**src/rtl/imem_loader_pkg.sv**
```systemverilog
`default_nettype none
// ============================================================================
// Module      : imem_loader_pkg
// Description : Shared types and constants for the instruction-memory boot
//               loader. Holds the loader state encoding, the length-header
//               width and small state-decode helpers used for the registered
//               outputs.
// Revision    : 1.0 - initial release
// ============================================================================
package imem_loader_pkg;

    // The length header is two bytes, little-endian, counting 32-bit words.
    localparam int c_HDR_W = 16;

    // Bytes per assembled instruction word.
    localparam int c_BYTES_PER_WORD = 4;

    typedef enum logic [2:0] {
        IDLE   = 3'd0,
        HDR_LO = 3'd1,
        HDR_HI = 3'd2,
        CHECK  = 3'd3,
        DATA   = 3'd4,
        WRITE  = 3'd5,
        DONE   = 3'd6,
        ERR    = 3'd7
    } state_t;

    // The loader only offers to take a byte while parsing the header or
    // collecting word data; every other state leaves the stream pending.
    function automatic logic takes_bytes(input state_t s);
        return (s == HDR_LO) || (s == HDR_HI) || (s == DATA);
    endfunction

    // A load is in progress from the first header byte until the last write.
    function automatic logic is_busy(input state_t s);
        return (s == HDR_LO) || (s == HDR_HI) || (s == CHECK) ||
               (s == DATA)   || (s == WRITE);
    endfunction

endpackage : imem_loader_pkg
`default_nettype wire

```
**src/rtl/imem_loader.sv**
```systemverilog
`default_nettype none
// ============================================================================
// Module      : imem_loader
// Description : Boot-time writer for the instruction memory. Accepts a byte
//               stream over a valid/ready handshake, parses a 16-bit
//               little-endian word-count header, assembles little-endian
//               32-bit words and issues one single-cycle write per word.
//               The core is held (cpu_hold) for the whole load so it only
//               ever fetches a complete image.
//
// Ports       : clk       - system clock, rising edge
//               rst       - synchronous active-high reset
//               start     - one-cycle request to begin a load
//               rx_data   - byte from the UART receiver
//               rx_valid  - rx_data is valid
//               rx_ready  - loader accepts a byte this cycle
//               mem_we    - instruction memory write enable (one cycle/word)
//               mem_addr  - word address of the write
//               mem_wdata - word to write
//               cpu_hold  - keeps the core stalled while loading
//               busy      - load in progress
//               done      - last load completed (level)
//               err       - last load rejected, header exceeded DEPTH (level)
//
// Revision    : 1.0 - initial release
// ============================================================================
module imem_loader
    import imem_loader_pkg::*;
#(
    parameter int DEPTH  = 256,
    parameter int ADDR_W = 8
) (
    input  logic              clk,
    input  logic              rst,
    input  logic              start,
    input  logic [7:0]        rx_data,
    input  logic              rx_valid,
    output logic              rx_ready,
    output logic              mem_we,
    output logic [ADDR_W-1:0] mem_addr,
    output logic [31:0]       mem_wdata,
    output logic              cpu_hold,
    output logic              busy,
    output logic              done,
    output logic              err
);

    // ------------------------------------------------------------------------
    // State and datapath registers
    // ------------------------------------------------------------------------
    state_t              r_state;
    logic [c_HDR_W-1:0]  r_n_words;
    logic [c_HDR_W-1:0]  r_word_cnt;
    logic [1:0]          r_byte_cnt;
    logic [31:0]         r_word_buf;

    // Registered outputs
    logic                r_rx_ready;
    logic                r_mem_we;
    logic [ADDR_W-1:0]   r_mem_addr;
    logic [31:0]         r_mem_wdata;
    logic                r_busy;
    logic                r_done;
    logic                r_err;

    // Next-state values
    state_t              w_state;
    logic [c_HDR_W-1:0]  w_n_words;
    logic [c_HDR_W-1:0]  w_word_cnt;
    logic [1:0]          w_byte_cnt;
    logic [31:0]         w_word_buf;
    logic                w_accept;
    logic                w_last_word;
    logic                w_too_long;

    // A byte moves only when both sides agree in the same cycle.
    assign w_accept    = rx_valid && r_rx_ready;
    assign w_last_word = (r_word_cnt == (r_n_words - c_HDR_W'(1)));
    assign w_too_long  = (int'(r_n_words) > DEPTH);

    // ------------------------------------------------------------------------
    // Next-state logic
    // ------------------------------------------------------------------------
    always_comb begin
        w_state    = r_state;
        w_n_words  = r_n_words;
        w_word_cnt = r_word_cnt;
        w_byte_cnt = r_byte_cnt;
        w_word_buf = r_word_buf;

        case (r_state)
            IDLE: begin
                if (start) begin
                    w_state = HDR_LO;
                end
            end

            HDR_LO: begin
                if (w_accept) begin
                    w_n_words[7:0] = rx_data;
                    w_state        = HDR_HI;
                end
            end

            HDR_HI: begin
                if (w_accept) begin
                    w_n_words[15:8] = rx_data;
                    w_state         = CHECK;
                end
            end

            CHECK: begin
                if (r_n_words == '0) begin
                    w_state = DONE;
                end else if (w_too_long) begin
                    w_state = ERR;
                end else begin
                    w_word_cnt = '0;
                    w_byte_cnt = '0;
                    w_state    = DATA;
                end
            end

            DATA: begin
                if (w_accept) begin
                    // First byte of a word lands in bits 7:0.
                    w_word_buf[{r_byte_cnt, 3'b000} +: 8] = rx_data;
                    if (r_byte_cnt == 2'd3) begin
                        w_state = WRITE;
                    end else begin
                        w_byte_cnt = r_byte_cnt + 2'd1;
                    end
                end
            end

            WRITE: begin
                if (w_last_word) begin
                    w_state = DONE;
                end else begin
                    w_word_cnt = r_word_cnt + c_HDR_W'(1);
                    w_byte_cnt = '0;
                    w_state    = DATA;
                end
            end

            DONE, ERR: begin
                if (start) begin
                    w_state = HDR_LO;
                end
            end

            default: begin
                w_state = IDLE;
            end
        endcase
    end

    // ------------------------------------------------------------------------
    // State register and registered outputs. Outputs are decoded from the
    // next state so they line up with the state they describe without an
    // extra cycle of lag.
    // ------------------------------------------------------------------------
    always_ff @(posedge clk) begin
        if (rst) begin
            r_state     <= IDLE;
            r_n_words   <= '0;
            r_word_cnt  <= '0;
            r_byte_cnt  <= '0;
            r_word_buf  <= '0;
            r_rx_ready  <= 1'b0;
            r_mem_we    <= 1'b0;
            r_mem_addr  <= '0;
            r_mem_wdata <= '0;
            r_busy      <= 1'b0;
            r_done      <= 1'b0;
            r_err       <= 1'b0;
        end else begin
            r_state    <= w_state;
            r_n_words  <= w_n_words;
            r_word_cnt <= w_word_cnt;
            r_byte_cnt <= w_byte_cnt;
            r_word_buf <= w_word_buf;

            r_rx_ready <= takes_bytes(w_state);
            r_mem_we   <= (w_state == WRITE);
            r_busy     <= is_busy(w_state);
            r_done     <= (w_state == DONE);
            r_err      <= (w_state == ERR);

            // Address/data are only refreshed on entry to WRITE and hold
            // their last value otherwise; mem_we qualifies them.
            if (w_state == WRITE) begin
                r_mem_addr  <= w_word_cnt[ADDR_W-1:0];
                r_mem_wdata <= w_word_buf;
            end
        end
    end

    assign rx_ready  = r_rx_ready;
    assign mem_we    = r_mem_we;
    assign mem_addr  = r_mem_addr;
    assign mem_wdata = r_mem_wdata;
    assign busy      = r_busy;
    assign cpu_hold  = r_busy;
    assign done      = r_done;
    assign err       = r_err;

endmodule : imem_loader
`default_nettype wire

```
**config.mk**
```make
export PLATFORM = sky130hd
export DESIGN_NAME = imem_loader
export DESIGN_NICKNAME = d
export VERILOG_FILES = /design/src/rtl/imem_loader_pkg.sv /design/src/rtl/imem_loader.sv
export SDC_FILE = /design/constraint.sdc
export NUM_CORES = 1
export LEC_CHECK = 0
export CAP_MARGIN = 20
export CORE_ASPECT_RATIO = 1.4
export CORE_MARGIN = 1
export CORE_UTILIZATION = 30
export DETAILED_ROUTE_END_ITERATION = 7
export MAX_ROUTING_LAYER = met4
export PLACE_DENSITY_LB_ADDON = 0.05
export SYNTH_ARGS = -nofsm -noshare
export SYNTH_HDL_FRONTEND = slang
export SYNTH_SLANG_ARGS = --single-unit
```
**constraint.sdc**
```tcl
create_clock -name clk -period 3.7 [get_ports clk]
set_input_delay 0.925 -clock clk [delete_from_list [all_inputs] [get_ports clk]]
set_output_delay 0.925 -clock clk [all_outputs]
set_load 0.05 [all_outputs]
```
==> results.md <==
* Status: finished clean
* Worst EP required at ~4000 ps
* Port bufs at 57
* YS warnings at 0
* Antenna viol nets, final at 0
* Worst Hold Slack at about 450 ps
* Antenna violations before repair at 0
* Pleak at 2.52 nW
* Clock-pin slew on the worst setup and hold paths at 60 ps
* Synth area leaders: dfxtp_1 42%, nor2_1 6.4%, a21oi_1 5.2%, a211oi_1 4.7%, and3_1 4.3%
* Iteration-0 DRC Markers at 340
* Die X at between 100 and 150 um
* CP Capture Type: register
* Area Growth Syn to Fin at 25.4%
* Post-CTS sizing at 0
* Met3 routed WL at about 500 um
* Share of layout cells above drive strength 1 at about a tenth
* Final Net Count at 711
* Final Max Tran Viols at 0
* Final Power at 3.14 mW
* Yosys reg bits at roughly 110
* Routed length on met1 at 6660 um
* Final Util at roughly two fifths
* Crit path depth at 9
* Post-DP HPWL at between 10,000 and 15,000 um
* Die H at 161 um
* Finished Cell Area at between 6000 and 7000 um2
* Reg2Reg Depth at 9
* Sequential Power Share at ~40%
* IO Count at 58
* Least-Margin Pin Slew at between 700 and 800 ps
* # hold bufs at CTS at 0
* Syn_nets at 665
* Vias in the first global route at 4,657
* Clock share of power at roughly 54%
* Post-DP Area at between 6000 and 7000 um2
* DR pass1 iterations at 5
* Final Hold Vio Count at 0
* Synth cell types at 67
* Final Skew at 11.3 ps
* Synth Flop Type: dfxtp_1
* CTS tree: yes
* RSZ-0062 raised after global routing: no
* Worst Path Arrival at 3560 ps
* CP cell instances: or4_4 -> nor3_2 -> mux2_2 -> o21ai_0 -> nand2_1 -> nor4_4 -> buf_4 -> nor3b_1 -> o41ai_2
* Maximum root-to-sink buffer count at 2
* CTS HTree Levels at 4
* Placeable Area at ~18,000 um2
* Avg Vias per Cell at around 5
* Worst-path fanout max at 9
* First-pass GRT wire length at between 20,000 and 30,000 um
* Synth Cell Area at roughly 5400 um2
* Vias at approximately 4,800
* Ys async rst share at 0%
* WS Path Type: reg -> reg
* Met2 WL at slightly above 8000 um
* Clock latency on the worst-skew pair at 410 ps
* Inserted Diodes at 0
* Critical path's top delay family: simple AND/OR/NAND/NOR gates
* Largest area contributor in the netlist: dfxtp_1
* CTS Root Cell: clkbuf_16
* Avg Cell Area, Syn at 8.42 um2
* Worst Path Buf+Inv at 1
* CP max stage delay at between 600 and 700 ps
* MaxCap Viol Count at 0
* Combinational power share at 6.5%
* Initial Util at between 30% and 40%
* Pwr/cell area at roughly 460 nW/um2
* Routability cong. at 0.860
* Worst vdd ir at approximately 0.24 mV
* Most frequent cells in the layout: 114 x dfxtp_1, 92 x nor2_1, 56 x a21oi_1, 56 x clkdlybuf4s50_1, 48 x nand2_1
* DRC viols at 0
* Final Setup Violations at 0
* Number of synthesized flops with an enable pin at 0
* Full die area at roughly 19,000 um2
* Switch Pwr at around 730 uW
* CTS Sinks at 114
* Share of the synthesized area in the top cell type at 42.0%
* Total length of routed wires at ~16,000 um
* Slowest-stage cell, CP: or4_4
* GR Overflow Total at 0
* Slew HR at 49.1%
* Hold Path Class: reg -> reg
* Sw frac at a little under a quarter
* Min Tclk post-route at around 3200 ps
* Rows at 57
* Number of buffers created by CTS at 17
* Instance count of the mapped netlist at between 600 and 700
* Setup TNS at 0 ps
* Final period utilization at between 80% and 90%
* Most common cell after layout, fill and taps aside: dfxtp_1
* CP startpoint kind: register
* Max Used Layer: met4
* All-layer global routing usage at a little under a fifth
* Fillers at 1,843
* Routed len/inst at roughly 17 um
* Setup bufs post-CTS at 0
* Max Fclk at 0.308 GHz
* Pint at approximately 2.4 mW
* Worst Hold Path Cells at 2
* Pin count of the biggest net entering global routing at 78
* Post-synthesis sequential area ratio at 42.0%
-- per-stage QoR --
step	cells	setup WS [ps]
final	939	457
after global routing	939	260
after CTS	939	419
after detailed placement	908	440
after global placement	908	548
after floorplan	645	818
-- routing by layer --
| layer | vias up | global-route usage, % |
|---|---|---|
| li1 | 2419 | - |
| met1 | 2274 | 20.7 |
| met2 | 101 | 30.7 |
| met3 | 14 | 3.90 |
| met4 | 0 | 7.93 |
| met5 | - | - |
-- state kept, by name, indices dropped and copies added (netlist names) --
| signal | count |
|---|---|
| r_word_cnt | 16 |
| r_word_buf | 32 |
| done | 1 |
| mem_wdata | 32 |
| mem_we | 1 |
| r_byte_cnt | 2 |
| rx_ready | 1 |
| mem_addr | 8 |
| err | 1 |
| r_state | 3 |
| r_n_words | 16 |
| busy | 1 |
-- path summary, 6_finish.rpt --
path | startpoint | slack [ps] | endpoint
worst min-delay path | mem_addr[2] | 450 | mem_addr[2]
worst max register to register | r_n_words[3] | 460 | mem_addr[0]
worst max-delay path | r_n_words[3] | 460 | mem_addr[0]
worst min register to register | mem_addr[2] | 450 | mem_addr[2]
-- cell usage after synthesis, types with 5 or more instances --
| cell | number |
|---|---|
| nor3_1 | 18 |
| xnor2_1 | 8 |
| or3_1 | 6 |
| nand2_1 | 48 |
| o21ai_0 | 13 |
| inv_1 | 11 |
| and3_1 | 37 |
| clkbuf_1 | 37 |
| nor4_1 | 5 |
| a211oi_1 | 34 |
| dfxtp_1 | 114 |
| ha_1 | 8 |
| a31oi_1 | 11 |
| o211ai_1 | 7 |
| xor2_1 | 10 |
| or4_1 | 13 |
| nand4_1 | 7 |
| nor2_1 | 92 |
| nand3_1 | 13 |
| a21oi_1 | 56 |
| nand2b_1 | 8 |
| mux2i_1 | 11 |
-- power by group through the flow --
| stage | registers [mW] | clock network, mW | logic [mW] |
|---|---|---|---|
| finish | 1.25 | 1.69 | 0.203 |
| global route | 1.25 | 1.79 | 0.221 |
| CTS | 1.25 | 1.74 | 0.206 |
| detailed placement | 1.27 | 0 | 0.205 |
| global placement | 1.27 | 0 | 0.203 |
| floorplan | 1.28 | 0 | 0.134 |
-- layout make-up --
cell class / instances / area (um2) / share of cell area [%]
clock buffers: 20 / 457 / 6.71
clock inverters: 11 / 154 / 2.26
inverters: 11 / 41.3 / 0.607
multi-input cells: 476 / 2910 / 42.7
flip-flops and latches: 114 / 2280 / 33.5
well taps: 236 / 295 / 4.34
repair buffers: 71 / 673 / 9.89
-- tightest hold or removal path: cells and delay by family (launching register included) --
| kind | cells | cell delay [ps] |
|---|---|---|
| compound gates | 1 | 50 |
| simple gates | 1 | 50 |
| flops | 1 | 310 |
-- cell families (layout without fill, tap and decap cells) --
kind of cell,count (synthesis),after routing,synth area share (%)
flip-flops,114,114,42.0
adder cells (fa/ha/maj),8,8,1.84
AND/OR/NAND/NOR,282,282,27.4
buffers and inverters,55,113,4.47
AO/OA/AOI/OAI,155,155,18.9
XOR/XNOR,18,18,2.90
multiplexers,13,13,2.44
No activity file was read; power rests on OpenSTA's default activity.
